<file path="config.mk">
export PLATFORM = sky130hd
export DESIGN_NAME = tt_um_seq_divider
export DESIGN_NICKNAME = d
export VERILOG_FILES = /design/src/rtl/tt_um_seq_divider.sv
export SDC_FILE = /design/constraint.sdc
export NUM_CORES = 1
export LEC_CHECK = 0
export CAP_MARGIN = 20
export CORE_MARGIN = 2
export CORE_UTILIZATION = 40
export DETAILED_ROUTE_END_ITERATION = 8
export PLACE_DENSITY_LB_ADDON = 0.1
export SETUP_SLACK_MARGIN = 0.05
export SKIP_LAST_GASP = 1
export SLEW_MARGIN = 10
export SYNTH_ARGS = -nofsm -noshare
export SYNTH_HDL_FRONTEND = slang
export SYNTH_SLANG_ARGS = --single-unit
</file>
<file path="constraint.sdc">
create_clock -name clk -period 4 [get_ports clk]
set_input_delay 1 -clock clk [delete_from_list [all_inputs] [get_ports clk]]
set_output_delay 1 -clock clk [all_outputs]
set_load 0.02 [all_outputs]
</file>
<file path="src/rtl/tt_um_seq_divider.sv">
// Sequential restoring divider tile: 8-bit dividend / 4-bit divisor.
// The FSM runs one quotient bit per enabled clock, MSB first. Results are
// published only when all eight bits are done, so the previous result stays
// readable while a new division is in progress.
module tt_um_seq_divider #(
  parameter logic [7:0] ZERO_Q = 8'hFF,
  parameter int         N_BITS = 8
) (
  input  logic       clk,
  input  logic       rst_n,
  input  logic       ena,
  input  logic [7:0] ui_in,
  input  logic [7:0] uio_in,
  output logic [7:0] uo_out,
  output logic [7:0] uio_out,
  output logic [7:0] uio_oe
);

  localparam logic [1:0] S_IDLE = 2'd0;
  localparam logic [1:0] S_RUN  = 2'd1;
  localparam logic [1:0] S_DONE = 2'd2;

  localparam logic [3:0] LAST_CNT = 4'(N_BITS - 1);

  // Pin decode; uio_in[7:6] are deliberately left unconnected.
  logic [3:0] div_in;
  logic       start;
  logic       sel;
  logic       unused_pins;

  assign div_in      = uio_in[3:0];
  assign start       = uio_in[4];
  assign sel         = uio_in[5];
  assign unused_pins = &{1'b0, uio_in[7:6]};

  // Working registers and published results.
  logic [1:0] state_q,  state_d;
  logic [7:0] dvd_q,    dvd_d;    // dividend, shifted left as bits are consumed
  logic [3:0] dvs_q,    dvs_d;    // latched divisor
  logic [3:0] prem_q,   prem_d;   // partial remainder (always < divisor)
  logic [7:0] qacc_q,   qacc_d;   // quotient bits collected so far
  logic [3:0] count_q,  count_d;
  logic [7:0] quo_q,    quo_d;
  logic [3:0] rem_q,    rem_d;
  logic       err_q,    err_d;

  // One restoring step: bring in the next dividend bit and try to subtract.
  logic [4:0] trial;
  logic [4:0] diff;
  logic       qbit;
  logic [3:0] prem_nxt;
  logic [7:0] qacc_nxt;

  assign trial    = {prem_q, dvd_q[7]};
  assign diff     = trial - {1'b0, dvs_q};
  assign qbit     = (trial >= {1'b0, dvs_q});
  assign prem_nxt = qbit ? diff[3:0] : trial[3:0];
  assign qacc_nxt = {qacc_q[6:0], qbit};

  logic busy;
  logic done;

  assign busy = (state_q == S_RUN);
  assign done = (state_q == S_DONE);

  // Next-state logic: start acceptance, iteration and result publication.
  always_comb begin
    state_d = state_q;
    dvd_d   = dvd_q;
    dvs_d   = dvs_q;
    prem_d  = prem_q;
    qacc_d  = qacc_q;
    count_d = count_q;
    quo_d   = quo_q;
    rem_d   = rem_q;
    err_d   = err_q;

    if (ena) begin
      case (state_q)
        S_IDLE, S_DONE: begin
          // start is level-sensitive: held high after DONE it restarts.
          if (start) begin
            state_d = S_RUN;
            dvd_d   = ui_in;
            dvs_d   = div_in;
            prem_d  = 4'd0;
            qacc_d  = 8'd0;
            count_d = 4'd0;
          end
        end
        S_RUN: begin
          if (dvs_q == 4'd0) begin
            // Divide-by-zero resolves on the first edge after acceptance.
            state_d = S_DONE;
            quo_d   = ZERO_Q;
            rem_d   = 4'd0;
            err_d   = 1'b1;
          end else begin
            dvd_d   = {dvd_q[6:0], 1'b0};
            prem_d  = prem_nxt;
            qacc_d  = qacc_nxt;
            count_d = count_q + 4'd1;
            if (count_q == LAST_CNT) begin
              state_d = S_DONE;
              quo_d   = qacc_nxt;
              rem_d   = prem_nxt;
              err_d   = 1'b0;
            end
          end
        end
        default: state_d = S_IDLE;
      endcase
    end
  end

  // State registers; reset aborts any division in flight.
  always_ff @(posedge clk or negedge rst_n) begin
    if (!rst_n) begin
      state_q <= S_IDLE;
      dvd_q   <= 8'd0;
      dvs_q   <= 4'd0;
      prem_q  <= 4'd0;
      qacc_q  <= 8'd0;
      count_q <= 4'd0;
      quo_q   <= 8'd0;
      rem_q   <= 4'd0;
      err_q   <= 1'b0;
    end else begin
      state_q <= state_d;
      dvd_q   <= dvd_d;
      dvs_q   <= dvs_d;
      prem_q  <= prem_d;
      qacc_q  <= qacc_d;
      count_q <= count_d;
      quo_q   <= quo_d;
      rem_q   <= rem_d;
      err_q   <= err_d;
    end
  end

  // Output mux straight from the result registers.
  always_comb begin
    uo_out  = sel ? {err_q, 3'b000, rem_q} : quo_q;
    uio_out = {done, busy, 5'b00000, unused_pins & 1'b0};
    uio_oe  = 8'b1100_0000;
  end

endmodule

</file>
==> results of run 1 <==
-- tightest hold or removal path, stage by stage, from the launching register on --
cell     delay, ns
dfrtp_1       0.35
nand2_1       0.05
o21ai_0       0.06
-- through the flow --
step	worst slack, ns	cell area [um2]	power [mW]	hold slack [ns]
floorplan	1.332	2298	1.365	0.4382
global placement	0.4138	2480	1.564	0.4604
detailed placement	0.4180	2480	1.569	0.4650
CTS	0.4102	2590	1.909	0.4885
global route	0.3341	2590	2.065	0.5114
finish	0.4337	2590	1.890	0.4873
-- worst max path at each step --
stage	to	slack [ns]	cells past startpoint	start
detailed placement	uo_out[2]	0.42	3	uio_in[5]
global route	uo_out[1]	0.33	3	uio_in[5]
global placement	uo_out[1]	0.41	3	uio_in[5]
CTS	uo_out[3]	0.41	3	uio_in[5]
floorplan	uo_out[0]	1.33	2	uio_in[5]
finish	uo_out[2]	0.43	3	uio_in[5]
-- routing by layer --
metal	vias up	global-route usage, %	routed length, um
met5	-	0	0
met4	0	5.000	46
met3	5	3.636	155
met2	32	24.32	1971
met1	771	21.25	2092
li1	799	-	-
-- synth_stat cells, types with 3 or more instances --
cell / number / area share (%)
mux2i_1: 7 / 3.1
nor2b_1: 5 / 1.4
inv_1: 7 / 1.2
and3b_1: 4 / 1.6
o2111ai_1: 6 / 2.3
nor2_1: 6 / 1.0
o22a_1: 7 / 2.7
mux2_2: 5 / 2.5
o21ai_0: 14 / 3.1
nand3_1: 13 / 2.9
nand2_1: 32 / 5.3
ha_1: 5 / 2.8
buf_4: 16 / 5.3
o211ai_1: 3 / 1.0
buf_6: 3 / 1.5
nand2b_1: 3 / 0.83
dfrtp_1: 42 / 47
-- power by group --
part / total [mW] / internal, mW / leakage (nW) / switching, mW
Sequential: 0.693 / 0.575 / 0.521 / 0.118
Combinational: 0.861 / 0.360 / 0.551 / 0.502
Clock: 0.335 / 0.186 / 0.0514 / 0.149
Total: 1.89 / 1.12 / 1.12 / 0.769
-- cells in the final DEF (no fill, tap or decap), drive strengths merged, types with 3 or more instances in the layout --
cell type,n
inv,7
nand2,33
dfrtp,42
nand2b,3
o2111ai,6
nand3b,3
o22a,7
ha,5
mux2i,7
nor2,7
clkdlybuf4s50,25
and3b,4
clkbuf,6
nand3,13
o211ai,3
mux2,5
nor2b,5
conb,14
a21oi,4
o21ai,16
-- cells by family (layout without fill, tap and decap cells) --
| group | after synthesis | count (layout) | synth area share [%] |
|---|---|---|---|
| compound gates | 49 | 49 | 16.66 |
| mux | 12 | 12 | 5.608 |
| fa+ha+maj | 6 | 6 | 3.665 |
| other cells | 2 | 14 | 0.3333 |
| simple gates | 74 | 74 | 16.99 |
| xor+xnor | 3 | 3 | 1.166 |
| buf+inv | 31 | 43 | 8.940 |
| flops | 42 | 42 | 46.64 |
-- final cells by class --
cell class	count	area (um2)
Timing Repair Buffer	27	262.8
Clock buffer	6	72.57
Multi-Input combinational cell	158	1046
Sequential cell	42	1051
Fill cell	544	2883
Clock inverter	2	37.54
Tap cell	72	90.09
Inverter	8	30.03
-- registers in the layout (all words and copies together) (netlist names) --
name,flops
dvs_q,4
count_q,4
state_q,2
qacc_q,7
err_q,1
dvd_q,8
quo_q,8
prem_q,4
rem_q,4
==> metrics.txt, run 1 <==
status finished clean; RR Startpoint dvs_q[2]$_DFFE_PN0P_; final setup vio count 0; GRT Util Overall 15.50%; CP endpoint kind output port; CTS tree done; total die area 6250 um2; crit path max fanout 8; Finished Layout Cells 315; Distinct cells, synth 48; Max-Cap Viols 0; Primary FF master, synth dfrtp_1; drt drc 0; Post-synth ARST share 100.0%; clock tree buffer depth 2; PD cells 729.6 nW/um2; I/O pin total 43; register area share after synthesis 46.64%; Critical Path Slowest Stage Cell clkdlybuf4s50_1; routability congestion estimate 0.7826; FF-to-FF setup slack 1.93 ns; CP dominant cell by count clkdlybuf4s50_1; Final Hold Fails 0; Critical Path RT 3.00 ns; slew margin rel. 36.74%; Antenna Cells 0; Top delay family on crit path buffers and inverters; worst hold path class register to register; H-tree levels 2; # hold bufs at CTS 0; core region area 5473 um2; Critical R2R Capture rem_q[1]$_DFFE_PN0P_; fin crit period 3.566 ns; setup repair bufs after CTS 0; first-pass GRT wire length 7638 um; vias post-DR 1607; largest net degree at the start of global routing 43; vias per cell 5.102; Port Buffer Count 26; Yosys reg bits 42; share of cells above drive strength 1 9.877%; final core utilization 47.33%; crit-path max cell delay 0.66 ns; Layout Area Growth over Synthesis 14.94%; cells resized by post-CTS repair 0; worst hold start dvd_q[4]$_DFFE_PN0P_; drt first pass iters 4; leakage power 1.123 nW; Post-DRT Antenna Nets 0; CTS Root Cell clkbuf_8; Setup crit start kind input port; reg2reg path depth 6; Syn Inst Count 219; initial antenna violation count 0; row cnt 27; Num CTS Buffers 5; Final nets 267; DP HPWL 3024 um; DRT Wirelength 4266 um; RSZ-0062 raised after global routing false; Clock Skew 0.008872 ns; Cells after DPL 307; final period utilization 89.16%; TNS Setup 0 ns; worst path bufs/invs 2; number of synthesized flops with an enable pin 0; CTS clk-pin slew, worst paths 0.08 ns; clk_lat worst skew 0.30 ns; max-slew violations 0; Hold Path Sink dvd_q[4]$_DFFE_PN0P_; fmax 280.4 MHz; clk sinks 42; routed length per instance 13.54 um; gr ovfl total 0; Ys Warns 0; Iter 0 DRT Violations 100; Die H 79.06 um; Peak VDD IR 0.2338 mV; actual slew at the worst max-slew pin 0.9488 ns; crit-path cells clkdlybuf4s50_1, mux2_2, clkdlybuf4s50_1; Crit Path Class input port to output port; die boundary width 79.06 um; CP Data Arrival Time 2.57 ns; cell area after synthesis 2253 um2; Starting Density 41.18%; post-synthesis area per instance 10.29 um2; vias in the first global route 1584; hold path depth 2
(Power assumes the default switching activity.)
==> run 2, diff against run 1 <==
Settings changed: CELL_PAD_IN_SITES_DETAIL_PLACEMENT set to 0, CELL_PAD_IN_SITES_GLOBAL_PLACEMENT set to 1, CTS_CLUSTER_DIAMETER set to 120, HOLD_SLACK_MARGIN set to 0.08.
==> metrics.txt, run 2 (synthesis results as in run 1) <==
core region area 5473 um2; commonest non-fill, non-tap cell in the layout dfrtp_1; Starting Density 41.18%; fin crit period 3.582 ns; Clock Skew 0.004347 ns; CP endpoint uo_out[0]; final setup vio count 0; RSZ-0062 raised after global routing false; gr ovfl total 0; Final Power 1.851 mW; I/O pin total 43; H-tree levels 2; clk sinks 42; clock tree buffer depth 2; slew margin rel. 38.05%; Iter 0 DRT Violations 118; Final nets 267; vias post-DR 1615; Max-Cap Viols 0; CTS clk-pin slew, worst paths 0.08 ns; setup repair bufs after CTS 0; CTS tree done; leakage power 1.118 nW; grt met1 use 21.57%; Post-DRT Antenna Nets 0; share of cells above drive strength 1 10.29%; die boundary width 79.06 um; Die H 79.06 um; total die area 6250 um2; Antenna Cells 0; RR Startpoint dvs_q[2]$_DFFE_PN0P_; first-pass GRT wire length 7555 um; Setup crit start kind input port; Port Buffer Count 26; largest net degree at the start of global routing 43; drt first pass iters 4; cells resized by post-CTS repair 0; Critical Path RT 3.00 ns; commonest cells after routing, fill and taps aside dfrtp_1, nand2_1, clkdlybuf4s50_1; Setup WS pre-CTS 0.4156 ns; DRT Wirelength 4425 um; clk_lat worst skew 0.29 ns; GR Util met3 4.773%; hold path depth 2; worst hold path class register to register; GR peak layer met2; Peak VDD IR 0.3056 mV; CP Data Arrival Time 2.58 ns; met2 Usage GRT 24.41%; GRT Util Overall 15.68%; reg2reg path depth 6; Setup WS post-layout 0.4183 ns; CTS Root Cell clkbuf_8; # hold bufs at CTS 0; actual slew at the worst max-slew pin 0.9293 ns; vias per cell 5.127; routability congestion estimate 0.7540; routed length per instance 14.05 um; final period utilization 89.54%; PD cells 719.0 nW/um2; TNS Setup 0 ns; max-slew violations 0; top flop regs dvd_q x8, quo_q x8, qacc_q x7; Placed Instance Area 2480 um2; vias in the first global route 1526; drt drc 0; post-route cell area 2575 um2; DP HPWL 3120 um; Critical R2R Capture rem_q[1]$_DFFE_PN0P_; crit path max fanout 8; initial antenna violation count 0; Worst Setup SP uio_in[5]; FF-to-FF setup slack 1.92 ns; final core utilization 47.05%; Num CTS Buffers 5; Crit Path Class input port to output port; CP endpoint kind output port; Layout Area Growth over Synthesis 14.27%; status finished clean; fmax 279.2 MHz; Final Hold Fails 0; row cnt 27
-- run 2: changes by cell type in the layout (fill, tap and decap cells not counted), sizes merged --
cell,before,now
bufinv,1,0
clkinv,1,2
-- run 2: stage by stage --
stage | hold WS [ns] | instances
3_3_place_gp | 0.4601 | 307
2_1_floorplan | 0.4382 | 231
6_report | 0.4809 | 315
5_1_grt | 0.5085 | 315
4_1_cts | 0.4890 | 315
3_5_place_dp | 0.4694 | 307
-- run 2: layout make-up --
| cell class | count | area [um2] |
|---|---|---|
| tap | 72 | 90.09 |
| fill | 563 | 2898 |
| timing repair buffer | 27 | 262.8 |
| multi-input combinational | 158 | 1046 |
| inverter | 8 | 30.03 |
| clock inverter | 2 | 12.51 |
| sequential | 42 | 1051 |
| clock buffer | 6 | 82.58 |
-- run 2: power breakdown --
group	internal [mW]	total, mW	switching [mW]
Combinational	0.361	0.872	0.511
Clock	0.139	0.285	0.146
Sequential	0.575	0.694	0.119
-- run 2: worst min-delay path by stage --
stage / start / to / slack (ns)
4_1_cts: quo_q[6]$_DFFE_PN0P_ / quo_q[6]$_DFFE_PN0P_ / 0.49
6_report: qacc_q[6]$_DFFE_PN0P_ / qacc_q[6]$_DFFE_PN0P_ / 0.48
3_3_place_gp: qacc_q[6]$_DFFE_PN0P_ / qacc_q[6]$_DFFE_PN0P_ / 0.46
2_1_floorplan: qacc_q[6]$_DFFE_PN0P_ / qacc_q[6]$_DFFE_PN0P_ / 0.44
3_5_place_dp: quo_q[6]$_DFFE_PN0P_ / quo_q[6]$_DFFE_PN0P_ / 0.47
5_1_grt: quo_q[6]$_DFFE_PN0P_ / quo_q[6]$_DFFE_PN0P_ / 0.51
-- run 2: critical path, cell delays in order --
cell             delay [ns]
clkdlybuf4s50_1        0.67
mux2_2                 0.38
clkdlybuf4s50_1        0.53
-- run 2: per-layer routing --
metal  wire [um]  up-vias
met1        2190      778
met3         175        6
met2        2023       37
li1            -      794
met4          36        0
met5           0        -
